### src/rtl/inv_sub_bytes_gf.sv
// Iterative AES InvSubBytes: inverse affine, then x^254 in GF(2^8), LANES bytes per 9-cycle pass.
// Latency 9*(16/LANES) cycles after accept; in_ready low until the result is taken via out_ready.
module inv_sub_bytes_gf #(
    parameter int LANES = 1
) (
    input  logic         clk,
    input  logic         rst,
    input  logic         in_valid,
    output logic         in_ready,
    input  logic [127:0] in_state,
    output logic         out_valid,
    input  logic         out_ready,
    output logic [127:0] out_state,
    output logic         busy
);

    if (!(LANES == 1 || LANES == 2 || LANES == 4 || LANES == 8 || LANES == 16)) begin : g_bad_lanes
        $error("inv_sub_bytes_gf: LANES must be 1, 2, 4, 8 or 16");
    end

    localparam int         G     = 16 / LANES;
    localparam logic [3:0] GLAST = 4'(G - 1);
    localparam logic [7:0] EXPO  = 8'hFE;

    typedef enum logic [1:0] {S_IDLE, S_AFFINE, S_EXP, S_DONE} state_t;

    state_t       state, state_nxt;
    logic [127:0] in_buf;
    logic [3:0]   group;
    logic [2:0]   step;
    logic [7:0]   op       [LANES];
    logic [7:0]   acc      [LANES];
    logic [7:0]   acc_next [LANES];

    function automatic logic [7:0] gfmul(input logic [7:0] a, input logic [7:0] b);
        logic [7:0] p;
        logic [7:0] x;
        p = 8'h00;
        x = a;
        for (int i = 0; i < 8; i++) begin
            if (b[i]) p = p ^ x;
            x = x[7] ? ((x << 1) ^ 8'h1B) : (x << 1);
        end
        return p;
    endfunction

    function automatic logic [7:0] inv_affine(input logic [7:0] a);
        return {a[6:0], a[7]} ^ {a[4:0], a[7:5]} ^ {a[1:0], a[7:2]} ^ 8'h05;
    endfunction

    always_ff @(posedge clk) begin
        if (rst) state <= S_IDLE;
        else     state <= state_nxt;
    end

    always_comb begin
        state_nxt = state;
        case (state)
            S_IDLE:   if (in_valid) state_nxt = S_AFFINE;
            S_AFFINE: state_nxt = S_EXP;
            S_EXP:    if (step == 3'd0) state_nxt = (group == GLAST) ? S_DONE : S_AFFINE;
            S_DONE:   if (out_ready) state_nxt = S_IDLE;
            default:  state_nxt = S_IDLE;
        endcase
    end

    always_comb begin
        in_ready  = (state == S_IDLE) && !rst;
        out_valid = (state == S_DONE);
        busy      = (state == S_AFFINE) || (state == S_EXP);
    end

    // One square-and-multiply step of x^254, MSB of the exponent first.
    always_comb begin
        for (int k = 0; k < LANES; k++) begin
            acc_next[k] = EXPO[step] ? gfmul(gfmul(acc[k], acc[k]), op[k])
                                     : gfmul(acc[k], acc[k]);
        end
    end

    always_ff @(posedge clk) begin
        if (rst) begin
            in_buf    <= '0;
            out_state <= '0;
            group     <= '0;
            step      <= '0;
            for (int k = 0; k < LANES; k++) begin
                op[k]  <= 8'h00;
                acc[k] <= 8'h00;
            end
        end else begin
            case (state)
                S_IDLE: begin
                    if (in_valid) begin
                        in_buf <= in_state;
                        group  <= '0;
                    end
                end
                S_AFFINE: begin
                    for (int k = 0; k < LANES; k++) begin
                        op[k]  <= inv_affine(in_buf[(int'(group) * LANES + k) * 8 +: 8]);
                        acc[k] <= 8'h01;
                    end
                    step <= 3'd7;
                end
                S_EXP: begin
                    for (int k = 0; k < LANES; k++) acc[k] <= acc_next[k];
                    if (step == 3'd0) begin
                        for (int k = 0; k < LANES; k++)
                            out_state[(int'(group) * LANES + k) * 8 +: 8] <= acc_next[k];
                        if (group != GLAST) group <= group + 4'd1;
                    end else begin
                        step <= step - 3'd1;
                    end
                end
                default: ;
            endcase
        end
    end

endmodule
### config.mk
export PLATFORM = sky130hd
export DESIGN_NAME = inv_sub_bytes_gf
export DESIGN_NICKNAME = d
export VERILOG_FILES = /design/src/rtl/inv_sub_bytes_gf.sv
export SDC_FILE = /design/constraint.sdc
export NUM_CORES = 1
export LEC_CHECK = 0
export CORE_MARGIN = 5
export CORE_UTILIZATION = 47
export CTS_CLUSTER_DIAMETER = 30
export DETAILED_ROUTE_END_ITERATION = 10
export GPL_ROUTABILITY_DRIVEN = 0
export PLACE_DENSITY = 0.77
export RECOVER_POWER = 50
export SLEW_MARGIN = 20
export SYNTH_ARGS = -nofsm -noshare
export SYNTH_HDL_FRONTEND = slang
export SYNTH_SLANG_ARGS = --single-unit
### constraint.sdc
create_clock -name clk -period 4.3 [get_ports clk]
set_input_delay 0.86 -clock clk [delete_from_list [all_inputs] [get_ports clk]]
set_output_delay 0.86 -clock clk [all_outputs]
set_load 0.01 [all_outputs]
==> impl_results.md <==
* Hold crit path type: flop to flop
* RSZ-0062 raised after global routing: false
* Final worst path period share at 95.2%
* Max stage delay on crit path at 490 ps
* Yosys reg bits at 282
* Worst Hold Depth at 2
* Maximum clock path buffer count at 3
* Vias in the first global route at 11,708
* Num CTS Buffers at 48
* Post-synth EDFFs at 16
* I/O pin count at 263
* Residual DRC count at 0
* Worst setup EP type: flop
* CP arrival at 4380 ps
* Status: complete, but fails checks
* Share of layout cells above drive strength 1 at 11.0%
* Failing checks: capacitance limit, slew limit
* Routed WL per cell at 18.8 um
* CTS tree: built
* Rows at 61
* Final setup TNS at 0 ps
* CP top delay family: XOR/XNOR gates
* Clk_skew at 35.8 ps
* Fin area at 18,000 sq um
* Relative max-transition margin at -39.2%
* Worst-Skew Late Latency at 550 ps
* Slew Limit Fails at 106
* Clock tree sinks at 282
* Port bufs at 262
* Kind of critical path: flop to flop
* Worst-path clk slew at 50 ps
* Worst-margin pin slew at 2090 ps
* First-pass GRT wire length at 62,900 um
* Reg2reg path depth at 12
* Post-synth top flop: dfxtp_1
* Worst vdd ir at 1430 uV
* Core ar. at 27,900 sq um
* Initial DRC Count at 1,291
* Die Width at 178 um
* Area of the multi-input gates at 7020 sq um
* Post-DP HPWL at 28,800 um
* Area post-placement at 16,200 sq um
* Leak Pwr at 7.22 nW
* Synth warn at 0
* Root Driver: clkbuf_16
* Mapped cell area at 13,300 sq um
* Pwr Total at 19.4 mW
* CP Max Fanout at 13
* Register cell area after layout at 5810 sq um
* Total Nets Final at 1,893
* Gr usage total at 24.8%
* CP dominant cell by count: xnor3_1
* Max cap viols at 2
* Detailed Routing Iterations Pass 1 at 6
* PwrDens at 1070 nW/um^2
* Mapped Cells at 1,497
* Total number of vias at 11,838
* Number of distinct library cells after synthesis at 70
* Largest net degree at the start of global routing at 103
* H-tree lvl count at 2
* Syn_nets at 1,642
* Fmax at 0.244 GHz
* CP Buf/Inv Count at 0
* Starting Density at 47.7%
* Die area at 31,700 sq um
* Clock period minus worst slack at 4090 ps
* Synth Area per Inst at 8.87 sq um
* CP required at 4590 ps
* Levels on crit path at 12
* Async S/R FF share, synth at 0%
* GRT overflow at 0
* Critical-path top delay cell: xnor3_1
* Seq/Total Area, Yosys at 43.7%
* Antenna violations before repair at 2
* Crit path launch type: flop
* Critical Path, Cell by Cell: ha_1, xnor3_1, nand2_2, xnor2_4, xnor3_1, xnor3_2, nor2_1, xnor3_1, xnor3_2, xnor2_2, mux2_4, nor2_1
* Detail Route Antenna Nets at 0
* Chip height at 178 um
* Layout area overhead at 35.9%
* Fill cell count at 2,204
* Via/cell ratio at 5.47
* Final hold vios at 0
* Final wirelength at 40,800 um
* Setup-failing EPs final at 0
==> sequential cells by signal (all words and copies together) (netlist names), named ones only <==
signal,cells
group,4
out_state,128
state,2
op,8
step,3
in_buf,128
acc,8
==> report_power, final <==
group | leakage (nW) | switching (mW) | internal, mW
clock network | 0.860 | 1.34 | 2.74
logic | 4.03 | 6.75 | 5.29
registers | 2.34 | 0.286 | 2.94
total | 7.22 | 8.38 | 11.0
==> cells in the final DEF, fill, tap and decap left out, types with 9 or more instances in the layout <==
cell	netlist	final
o21ai_2	9	9
xor2_1	20	20
xnor2_1	51	49
dfxtp_1	266	264
ha_1	13	13
o21ai_0	107	107
nand2_1	427	426
buf_4	1	31
clkdlybuf4s50_1	0	132
clkbuf_16	0	48
nor2_1	57	57
bufinv_16	0	9
a21oi_1	175	175
inv_1	22	22
mux2i_1	11	10
edfxtp_1	16	16
nand3_1	23	23
dlygate4sd3_1	0	129
o211ai_1	9	9
xnor3_1	25	25
mux4_2	40	40
==> repair_timing <==
item,in CTS,in global routing
setup endpoints to repair,0,16
hold buffers,0,0
resized for setup,0,4
buffers inserted,0,3
==> cells in the mapped netlist, types with 20 or more instances <==
master      n  area, sq um
inv_1      22         82.6
nand2_1   427         1600
mux4_2     40          901
nor2_1     57          214
dfxtp_1   266         5330
o21ai_0   107          536
clkbuf_1   63          236
a21oi_1   175          876
xor2_1     20          175
xnor3_1    25          563
nand3_1    23          115
xnor2_1    51          447
==> final timing paths <==
check,slack [ps],end,from
hold / removal,440,out_state[18],out_state[18]
hold reg to reg,440,out_state[18],out_state[18]
setup reg to reg,210,acc[0][4],acc[0][0]
setup / recovery,210,acc[0][4],acc[0][0]
==> metrics by stage <==
| step | instances | util [%] | hold slack (ps) | setup WS, ps |
|---|---|---|---|---|
| finish | 2164 | 64.7 | 443 | 205 |
| floorplan | 1497 | - | 433 | 242 |
| CTS | 2160 | 64.5 | 449 | 121 |
| detailed placement | 2073 | 58.2 | 441 | 106 |
| global route | 2164 | 64.7 | 464 | 18.8 |
| global placement | 2073 | 58.2 | 433 | 247 |
==> layer usage <==
metal	global-route usage (%)	part of all wire [%]	up-vias
li1	-	-	5644
met1	31.0	39	5581
met2	41.7	49	505
met3	5.74	7.7	106
met4	10.0	3.9	2
met5	0	0.032	-
==> tightest hold or removal path, stage by stage, from the launching register on <==
cell     delay (ps)
dfxtp_1         320
nand2_1          40
o21ai_0          50
==> final cells by class <==
class	instances	share of cell area (%)
inverters	23	0.479
repair buffers	296	16.0
clock buffers	58	7.31
diodes	1	0.0139
clock inverters	29	2.43
flip-flops and latches	282	32.2
multi-input cells	1097	38.9
well taps	378	2.62
==> kinds of logic (layout without fill, tap and decap cells) <==
| group | count (synthesis) | count (layout) | synth area share [%] |
|---|---|---|---|
| XOR/XNOR | 108 | 108 | 10.8 |
| buffers and inverters | 118 | 406 | 3.64 |
| other | 0 | 1 | 0 |
| multiplexers | 55 | 55 | 8.00 |
| AO/OA/AOI/OAI | 356 | 356 | 15.3 |
| adder cells (fa/ha/maj) | 13 | 13 | 1.23 |
| flip-flops | 282 | 282 | 43.7 |
| AND/OR/NAND/NOR | 565 | 565 | 17.4 |
No activity file was read; power rests on OpenSTA's default activity.
